[src/rtl/mem_rdr_if.sv]
// Handshake bundle between the pattern register, the mem_rdr FIFO and the downstream checker.
// master: the tester/consumer side that drives strobes and ready; slave: the mem_rdr FIFO.
interface mem_rdr_if #(
    parameter int DW    = 6,
    parameter int DEPTH = 4
);
    localparam int CW = $clog2(DEPTH) + 1;

    logic [DW-1:0] in_mem;
    logic          mem_wrt_rd;
    logic [DW-1:0] out_data;
    logic          out_valid;
    logic          in_ready;
    logic [CW-1:0] out_count;
    logic          out_ovf;
    logic          in_clr_ovf;
    logic [7:0]    out_drop_cnt;

    modport master (
        output in_mem, mem_wrt_rd, in_ready, in_clr_ovf,
        input  out_data, out_valid, out_count, out_ovf, out_drop_cnt
    );

    modport slave (
        input  in_mem, mem_wrt_rd, in_ready, in_clr_ovf,
        output out_data, out_valid, out_count, out_ovf, out_drop_cnt
    );
endinterface

[src/rtl/mem_rdr.sv]
// Captures the pattern register on each write-ready strobe into a show-ahead FIFO feeding a valid/ready consumer.
// Optional saturating drop counter is compiled in with `define MEM_RDR_DROP_CNT_EN.
module mem_rdr #(
    parameter int DW    = 6,
    parameter int DEPTH = 4
) (
    input logic      in_clk,
    input logic      in_rst_n,
    mem_rdr_if.slave bus
);
    localparam int AW = $clog2(DEPTH);
    localparam int PW = AW + 1;

    logic [DW-1:0] mem [DEPTH];
    logic [PW-1:0] wr_ptr;
    logic [PW-1:0] rd_ptr;
    logic          empty;
    logic          full;
    logic          pop;
    logic          push_ok;
    logic          drop;
    logic          ovf;

    // Extra pointer MSB separates full (same slot, other lap) from empty (identical pointers).
    assign empty   = (wr_ptr == rd_ptr);
    assign full    = (wr_ptr[AW-1:0] == rd_ptr[AW-1:0]) && (wr_ptr[AW] != rd_ptr[AW]);
    assign pop     = !empty && bus.in_ready;
    assign push_ok = bus.mem_wrt_rd && (!full || pop);
    assign drop    = bus.mem_wrt_rd && full && !pop;

    always_ff @(posedge in_clk or negedge in_rst_n) begin
        if (!in_rst_n) begin
            wr_ptr <= '0;
            rd_ptr <= '0;
        end else begin
            if (push_ok) begin
                wr_ptr <= wr_ptr + 1'b1;
            end
            if (pop) begin
                rd_ptr <= rd_ptr + 1'b1;
            end
        end
    end

    // Storage is deliberately left out of reset; only pointers decide what is valid.
    always_ff @(posedge in_clk) begin
        if (push_ok) begin
            mem[wr_ptr[AW-1:0]] <= bus.in_mem;
        end
    end

    // A drop in the same cycle as a clear keeps the flag set.
    always_ff @(posedge in_clk or negedge in_rst_n) begin
        if (!in_rst_n) begin
            ovf <= 1'b0;
        end else if (drop) begin
            ovf <= 1'b1;
        end else if (bus.in_clr_ovf) begin
            ovf <= 1'b0;
        end
    end

`ifdef MEM_RDR_DROP_CNT_EN
    logic [7:0] drop_cnt;

    // Saturates at 255; a clear coinciding with a drop restarts the count at one.
    always_ff @(posedge in_clk or negedge in_rst_n) begin
        if (!in_rst_n) begin
            drop_cnt <= 8'd0;
        end else if (drop) begin
            if (bus.in_clr_ovf) begin
                drop_cnt <= 8'd1;
            end else if (drop_cnt != 8'hFF) begin
                drop_cnt <= drop_cnt + 8'd1;
            end
        end else if (bus.in_clr_ovf) begin
            drop_cnt <= 8'd0;
        end
    end

    assign bus.out_drop_cnt = drop_cnt;
`else
    assign bus.out_drop_cnt = 8'd0;
`endif

    assign bus.out_data  = mem[rd_ptr[AW-1:0]];
    assign bus.out_valid = !empty;
    assign bus.out_count = wr_ptr - rd_ptr;
    assign bus.out_ovf   = ovf;
endmodule
[src/flat_wrapper.sv]
// flat-port wrapper written by rule: the top's interface ports become plain ports
module mem_rdr_flat 
#(
    parameter int DW    = 6,
    parameter int DEPTH = 4
)
  (in_clk, in_rst_n, bus_in_mem, bus_mem_wrt_rd, bus_in_ready, bus_in_clr_ovf, bus_out_data, bus_out_valid, bus_out_count, bus_out_ovf, bus_out_drop_cnt);
  mem_rdr_if #(.DW(DW), .DEPTH(DEPTH)) bus_i ();
  input logic in_clk;
  input logic in_rst_n;
  input wire logic [$bits(bus_i.in_mem)-1:0] bus_in_mem;
  input wire logic [$bits(bus_i.mem_wrt_rd)-1:0] bus_mem_wrt_rd;
  input wire logic [$bits(bus_i.in_ready)-1:0] bus_in_ready;
  input wire logic [$bits(bus_i.in_clr_ovf)-1:0] bus_in_clr_ovf;
  output wire logic [$bits(bus_i.out_data)-1:0] bus_out_data;
  output wire logic [$bits(bus_i.out_valid)-1:0] bus_out_valid;
  output wire logic [$bits(bus_i.out_count)-1:0] bus_out_count;
  output wire logic [$bits(bus_i.out_ovf)-1:0] bus_out_ovf;
  output wire logic [$bits(bus_i.out_drop_cnt)-1:0] bus_out_drop_cnt;
  assign bus_i.in_mem = bus_in_mem;
  assign bus_i.mem_wrt_rd = bus_mem_wrt_rd;
  assign bus_i.in_ready = bus_in_ready;
  assign bus_i.in_clr_ovf = bus_in_clr_ovf;
  assign bus_out_data = bus_i.out_data;
  assign bus_out_valid = bus_i.out_valid;
  assign bus_out_count = bus_i.out_count;
  assign bus_out_ovf = bus_i.out_ovf;
  assign bus_out_drop_cnt = bus_i.out_drop_cnt;
  mem_rdr #(.DW(DW), .DEPTH(DEPTH)) u_core (.in_clk(in_clk), .in_rst_n(in_rst_n), .bus(bus_i));
endmodule
[config.mk]
export PLATFORM = sky130hd
export DESIGN_NAME = mem_rdr_flat
export DESIGN_NICKNAME = d
export VERILOG_FILES = /design/src/rtl/mem_rdr_if.sv /design/src/rtl/mem_rdr.sv /design/src/flat_wrapper.sv
export SDC_FILE = /design/constraint.sdc
export NUM_CORES = 1
export LEC_CHECK = 0
export CAP_MARGIN = 25
export CORE_MARGIN = 3
export CORE_UTILIZATION = 45
export DETAILED_ROUTE_END_ITERATION = 8
export PLACE_DENSITY_LB_ADDON = 0.08
export SETUP_SLACK_MARGIN = 0.3
export SLEW_MARGIN = 0
export SYNTH_ARGS = -nofsm -noshare
export SYNTH_HDL_FRONTEND = slang
export SYNTH_SLANG_ARGS = --single-unit
[constraint.sdc]
create_clock -name in_clk -period 1.85 [get_ports in_clk]
set_input_delay 0.37 -clock in_clk [delete_from_list [all_inputs] [get_ports in_clk]]
set_output_delay 0.37 -clock in_clk [all_outputs]
set_load 0.01 [all_outputs]
* Yosys cells after proc, flatten, opt, wreduce, memory -nomap -nowiden *
Memory sizes are Yosys's and may differ from the RTL's.
Cells that the tools add are included.

word-level totals
  bits in registers = 7
  word-level logic and storage cells = 24
  memories kept = 1
  output and inout bits = 19
  memory bits (writable) = 24

memories
  name        words  width  rd ports  clocked after Yosys merged registers in  write ports  RTL line       RTL
  u_core.mem  4      6      1         0                                        1            mem_rdr.sv:14  logic [DW-1:0] mem [DEPTH];

cells by class
  reductions and logical operators = 10
  add/subtract/negate cells = 3
  equal/unequal tests = 3
  muxes and demuxes = 4

operators by type and width
  operator                                                        count
  3-bit by 1-bit adder with 3-bit output (second input constant)  2
  1-bit logical AND                                               5
  1-bit two-way mux                                               4
  3-bit equality test                                             1
  1-bit logical NOT                                               3
  3-bit subtractor                                                1
  2-bit equality test                                             1
  2-bit nonzero test                                              1
  1-bit logical OR                                                1
  1-bit inequality test                                           1

* Depth between registers and ports, before layout *
  depth after elaboration = 7
  mapped depth = 6

* Worst setup path after synthesis *
Ideal clock, no wire load.

  path type = reg2reg
  from = register u_core.rd_ptr[1]
  to = memory u_core.mem[0][0], enable pin
  clock period less this slack = 1.993 ns
  slack = -0.143 ns
  arrival = 1.725 ns
  stages on the path, launching flop included = 7
  setup time = 0.268 ns
  path through = dfrtp_1 -> clkbuf_1 -> inv_1 -> ha_1 -> nand3b_1 -> or2_2 -> and3_1

on the way
  longest elaborated chain between the ends = 7
  elaborated cells between the ends (all ways) = 10

RTL lines
  what                                                        RTL line                      RTL
  from (decl)                                                 mem_rdr.sv:16                 logic [PW-1:0] rd_ptr;
  from (signal assigned)                                      mem_rdr.sv:40                 rd_ptr <= rd_ptr + 1'b1;
  3-bit equality test or 2-bit equality test (tied branches)  mem_rdr.sv:25, mem_rdr.sv:26
  1-bit logical NOT or 1-bit logical AND (tied branches)      mem_rdr.sv:27, mem_rdr.sv:26
  1-bit logical AND or 1-bit logical NOT (tied branches)      mem_rdr.sv:27, mem_rdr.sv:28
  1-bit logical OR (*)                                        mem_rdr.sv:28                 assign push_ok = bus.mem_wrt_rd && (!full || pop);
  1-bit logical AND (*)                                       mem_rdr.sv:28
  1-bit two-way mux (*)                                       mem_rdr.sv:47                 if (push_ok) begin
  1-bit two-way mux (implied by the code) (*)                 mem_rdr.sv:48                 mem[wr_ptr[AW-1:0]] <= bus.in_mem;
  to (decl)                                                   mem_rdr.sv:14

Mark *: on every way between the ends. The rest lies on a longest branch, timed or not.

* Worst setup path in the final report *
  from = register u_core.wr_ptr[0]
  to = output port bus_out_count[1]

on the way
  longest elaborated chain between the ends = 1

RTL lines
  what                    RTL line            RTL
  from (decl)             mem_rdr.sv:15       logic [PW-1:0] wr_ptr;
  from (signal assigned)  mem_rdr.sv:37       wr_ptr <= wr_ptr + 1'b1;
  3-bit subtractor        mem_rdr.sv:88       assign bus.out_count = wr_ptr - rd_ptr;
  to (decl)               flat_wrapper.sv:17  output wire logic [$bits(bus_i.out_count)-1:0] bus_out_count;

Every way passes these cells.

==> flow_summary.yaml <==
routing:
  ant_nets: 0
  wl_um: 2640
  drt_iter0_drc: 23
  vias_per_cell: 4.93
  wire_per_inst_um: 15.1
  post-route-drc-count: 0
  vias: 863
  drt-pass1-iter-count: 4
setup_path:
  cp.required_ps: 1480
  ff2ff_path_depth: 6
  critPathTopFamily: "adder cells"
  r2r_start: "u_core.rd_ptr[1]"
  slowest_delay_ps: 510
  r2r_end: "u_core.mem[3][1]"
  path_class: "reg2out"
  start_kind: "flop"
  cp_max_fo: 2
  path_cells: "inv_2 -> ha_2 -> fa_2 -> inv_1 -> buf_6"
  cpMaxStageDelayCell: "fa_2"
  cp_num_buf_inv: 3
  r2r_slack_ps: 100
  critPathCaptureType: "output port"
  cp.arrival_ps: 1600
sta:
  clock_skew_ps: 6.22
  hold_viol: 0
  worst_slack_ps: -123
  maxSlewViolCount: 0
  min_period_ps: 1970
  period_share: 1.07
  max_freq_ghz: 0.507
  finalSetupViolations: 8
  rsz0062_at_grt: "true"
clock_network:
  clock_sinks: 31
  clk_latency_ps: 320
  cts_buffer_depth: 2
  cts.clk_slew.worst_paths_ps: 90
  tritoncts: "done"
  root_buffer: "clkbuf_4"
  cts-buffers-inserted: 5
  htree_num_levels: 2
placed_design:
  place_congestion: 0.702
  hpwl_um: 1700
  post_dp_cell_area_um2: 1750
  port_buffers: 21
outcome:
  violations: "negative setup slack"
  status: "finished, violations left"
run:
  cap_viol_max_count: 0
global_route:
  grt_max_degree: 10
  grt_pass1_vias: 868
  grt_use_total: 0.148
  overflow: 0
  antenna_found_initial: 0
  grt_pass1_wl_um: 4400
final_layout:
  nets: 151
  design_area_um2: 1950
  num-fill-cells: 208
  drive_above_1_share: 0.459
  area_growth_pct: 37.0
  diodes: 0
power_and_ir_drop:
  finalPower_w: 0.00343
  p_switching_w: 0.00118
  power.density_nw_per_um2: 1760
  p_seq_frac: 0.303
  p_leak_nw: 0.793
  ir_drop_mv: 1.15
  p_clk_frac: 0.106
  intPower_w: 0.00225
  combPwrFrac: 0.590
  swShare: 0.345
die:
  dieWidth_um: 62.2
  row_count: 19
  core-area_um2: 2880
  die_h_um: 62.2
  die_area_um2: 3870
  start_util: 0.494
  io_pins: 30
logic_synthesis:
  ys_async_sr_fraction: 0.226
  synth_edf_count: 24
  yosys_register_bits: 31
  yosysSeqAreaShare: 0.631
  yosys_warnings: 0
  syn_inst: 88
  synth_ff_type: "edfxtp_1"
  synth_area_um2: 1420
  synth_area_per_cell_um2: 16.1
  ys_types: 25
worst_hold_path:
  hold_class: "in2async"
how the worst max path moves through the flow:
stage / start / slack [ps] / to / depth (start not counted)
finish: u_core.wr_ptr[0] / -120 / bus_out_count[1] / 5
global placement: u_core.rd_ptr[0] / -160 / bus_out_count[2] / 4
global route: u_core.wr_ptr[0] / -190 / bus_out_count[1] / 5
CTS: u_core.wr_ptr[0] / -120 / bus_out_count[1] / 5
detailed placement: u_core.wr_ptr[0] / -190 / bus_out_count[2] / 5
floorplan: u_core.rd_ptr[1] / 170 / u_core.mem[0][0] / 6
metal layers:
| layer | up-vias | track usage | part of all wire |
|---|---|---|---|
| li1 | 399 | - | - |
| met1 | 420 | 0.192 | 0.43 |
| met2 | 37 | 0.239 | 0.49 |
| met3 | 7 | 0.0414 | 0.062 |
| met4 | 0 | 0.0497 | 0.015 |
| met5 | - | 0 | 0 |
cells by family (layout without fill, tap and decap cells):
family	count (synthesis)	count (layout)	share of synthesized area
flops	31	31	0.631
buf+inv	18	56	0.0696
mux	9	9	0.122
simple gates	9	9	0.0361
fa+ha+maj	8	8	0.0758
compound gates	8	8	0.0335
xor+xnor	4	4	0.0300
other cells	1	8	0.00264
cell usage after synthesis (2+ instances only):
master | n | area, µm²
a21oi_1 | 2 | 10.0
xnor2_1 | 3 | 26.3
a31oi_1 | 2 | 12.5
and3_1 | 4 | 25.0
buf_4 | 8 | 60.1
edfxtp_1 | 24 | 721
ha_1 | 7 | 87.6
dfrtp_1 | 7 | 175
nand2_1 | 2 | 7.51
mux4_2 | 6 | 135
inv_1 | 8 | 30.0
mux2_2 | 2 | 22.5
sequential cells by signal, summed over array words and instances, names as in the netlist:
signal and cells:
u_core.mem 24, u_core.rd_ptr 3, u_core.wr_ptr 3, u_core.bus.out_ovf 1
layout make-up:
cell class,instances,area [µm²],area share
inverter,8,32.5,0.0167
multi-input combinational,46,542,0.278
clock inverter,1,5.00,0.00257
tap,42,52.6,0.0270
clock buffer,7,45.0,0.0232
timing repair buffer,40,373,0.192
sequential,31,896,0.460
placed cells by master (no fill, tap or decap):
cell type | synthesis | routed
xnor2_2 | 1 | 3
a21oi_1 | 2 | 2
inv_1 | 8 | 6
ha_2 | 0 | 1
buf_4 | 8 | 10
and3_4 | 0 | 4
clkinv_2 | 0 | 1
a31o_4 | 0 | 1
nand3_2 | 0 | 1
o21ai_2 | 0 | 2
dlygate4sd2_1 | 0 | 2
clkbuf_1 | 1 | 2
ha_1 | 7 | 5
ha_4 | 0 | 1
xnor2_1 | 3 | 1
buf_12 | 0 | 1
nand2_1 | 2 | 2
mux2_4 | 1 | 3
buf_2 | 1 | 5
fa_2 | 0 | 1
nand3b_1 | 1 | 1
mux4_2 | 6 | 6
a31oi_1 | 2 | 2
inv_4 | 0 | 1
buf_6 | 0 | 12
or2_4 | 0 | 1
inv_2 | 0 | 1
dfrtp_1 | 7 | 7
o22ai_2 | 0 | 1
conb_1 | 1 | 8
clkbuf_4 | 0 | 5
clkdlybuf4s50_1 | 0 | 10
edfxtp_1 | 24 | 24
stage by stage:
step / TNS [ps] / std cells / setup WS, ps / hold slack (ps) / util
floorplan: 0 / 95 / 168 / 74.4 / -
global placement: -576 / 156 / -161 / 517 / 0.607
detailed placement: -722 / 156 / -186 / 533 / 0.607
CTS: -767 / 174 / -122 / 309 / 0.667
global route: -1290 / 175 / -193 / 319 / 0.676
finish: -710 / 175 / -123 / 322 / 0.676
power by group through the flow:
stage | clock network, W | logic [W] | registers [W]
final | 0.000365 | 0.00203 | 0.00104
after global routing | 0.000397 | 0.00220 | 0.00106
after CTS | 0.000372 | 0.00192 | 0.00104
after detailed placement | 0 | 0.00173 | 0.00105
after global placement | 0 | 0.00172 | 0.00104
after floorplan | 0 | 0.00102 | 0.00106
repair_timing:
| item | in CTS | in global routing |
|---|---|---|
| pin swaps | 12 | 6 |
| hold endpoints to repair | 0 | 0 |
| resized for setup | 58 | 4 |
| endpoints found under the setup margin | 38 | 39 |
| hold buffers | 0 | 0 |
| setup buffers | 10 | 1 |
No activity file was read; power rests on OpenSTA's default activity.
==> RTL change (same settings) <==
`DEPTH` is set to 4 in 3 places; all go to 2.
--- a/src/rtl/mem_rdr_if.sv
+++ b/src/rtl/mem_rdr_if.sv
@@ -4,3 +4,3 @@
     parameter int DW    = 6,
-    parameter int DEPTH = 4
+    parameter int DEPTH = 2
 );
--- a/src/rtl/mem_rdr.sv
+++ b/src/rtl/mem_rdr.sv
@@ -4,3 +4,3 @@
     parameter int DW    = 6,
-    parameter int DEPTH = 4
+    parameter int DEPTH = 2
 ) (
--- a/src/flat_wrapper.sv
+++ b/src/flat_wrapper.sv
@@ -4,3 +4,3 @@
     parameter int DW    = 6,
-    parameter int DEPTH = 4
+    parameter int DEPTH = 2
 )
Interface: changed (resized bus_out_count); port bits go from 30 to 29. No check against the original RTL was run, so the function may have changed too.
==> RTL change against the original RTL <==
  * Sequential cell count is 14 lower
  * Final area is 39% lower
  * Routed wire length is 42% lower
  * Worst setup slack better by 0.31 ns
  * Total power is 35% lower
  * Via count is 38% lower
  * Register-to-register slack better by 0.19 ns
  * Area after synthesis is 45% lower
  * Critical path type unchanged
  * Critical endpoint is now bus_out_data[5]
==> RTL change: results (changes against the original RTL) <==
CTS H-tree lvls=1 (-1); Async S/R FF share, synth=0.294 (+0.0683); CP max stage cell=dfrtp_2; Place WS=0.103 ns (+0.289 ns); buffer share of cell area=0.292 (+0.0999); met3 Usage GRT=0.0526 (+0.0112); Detailed Route WL=1530 µm (-42%); layout cells sized above 1=0.453 (-0.00602); Peak supply drop=1.26 mV (+9.4%); sequential area share after synthesis=0.624 (-0.00704); NumNets Final=108 (-28%); cts bufs inserted=3 (-2); DR WL met3=82 µm (-50%); cell area after synthesis=778 µm² (-45%); fraction of area in registers=0.409 (-0.0510); most frequent cells after synthesis=edfxtp_1, buf_4, mux2_2, dfrtp_1, inv_1; DR top layer=met3; Signal inverters=4 (-4); Post-Route M1 WL=627 µm (-45%); Non-clock buffers=36 (-10%); Netlist cell types=21 (-16%); R2R setup slack=0.29 ns (+0.19 ns); GRT Util Overall=0.141 (-0.00640); HPWL after detailed placement=1000 µm (-41%); hold_ws=0.307 ns (-0.0148 ns); Setup Skew=0.000968 ns (-0.00525 ns); DR vias/cell=4.78 (-3.0%); # placed instances=97 (-38%); Skew-Pair Late Insertion Delay=0.27 ns (-0.05 ns); Lkg Pwr=0.533 nW (-33%); Seq Cell Count=17 (-45%); number of global-route vias before repair=502 (-42%); crit-path max FO=4 (+2); multi-input logic area=294 µm² (-46%); Reg-to-Reg End=u_core.mem[1][5]$_DFFE_PP_; Cell Area, Placed=1000 µm² (-42%); Clock-cell share=0.0221 (-0.00362); Multi-In Gates=34 (-26%); CP Data Arrival Time=1.29 ns (-0.31 ns); Layout area overhead=52.7%; Routed met2 length=823 µm (-36%); status=completed; met1 Track Usage GR=0.183 (-0.00894); fillers=101 (-51%); WL per Instance=13.8 µm (-8.5%)
==> RTL change: cell types whose count changed after synthesis, moves of 2 or more <==
cell      before  now
inv_1          8    4
mux2_2         2    6
and3_1         4    0
nor2_1         0    3
ha_1           7    1
dfrtp_1        7    5
mux4_2         6    0
edfxtp_1      24   12
==> RTL change: critical path: cells and delay by family, from the launching register on <==
family | cells | cell delay [ns]
DFF | 1 | 0.45
muxes | 1 | 0.30
buffers and inverters | 2 | 0.26
==> RTL change: repair_timing <==
action / CTS / global route
setup endpoints to repair: 22 / 22
setup buffers: 5 / 5
gates resized for setup: 52 / 12
pin swaps: 4 / 3
==> RTL change: cells by family after synthesis <==
kind of cell / share of synthesized area
AO/OA/AOI/OAI: 0.0595
XOR/XNOR: 0.0547
adder cells (fa/ha/maj): 0.0161
buffers and inverters: 0.103
flip-flops: 0.624
multiplexers: 0.101
other: 0.00482
AND/OR/NAND/NOR: 0.0370
==> RTL change: worst max path at each step <==
stage / slack, ns / endpoint / startpoint / cells past startpoint
final: 0.19 / bus_out_data[5] / u_core.rd_ptr[0]$_DFFE_PN0P_ / 3
after global routing: 0.14 / bus_out_data[5] / u_core.rd_ptr[0]$_DFFE_PN0P_ / 3
after CTS: 0.18 / bus_out_data[3] / u_core.rd_ptr[0]$_DFFE_PN0P_ / 3
after detailed placement: 0.10 / bus_out_valid / u_core.wr_ptr[0]$_DFFE_PN0P_ / 4
after global placement: 0.12 / bus_out_valid / u_core.wr_ptr[0]$_DFFE_PN0P_ / 4
after floorplan: 0.22 / u_core.mem[1][0]$_DFFE_PP_ / u_core.wr_ptr[0]$_DFFE_PN0P_ / 5
==> RTL change: power breakdown <==
group	switching [mW]	internal, mW	total (mW)
sequential	0.0712	0.547	0.618
combinational	0.582	0.852	1.43
clock	0.102	0.0835	0.186
total	0.755	1.48	2.24
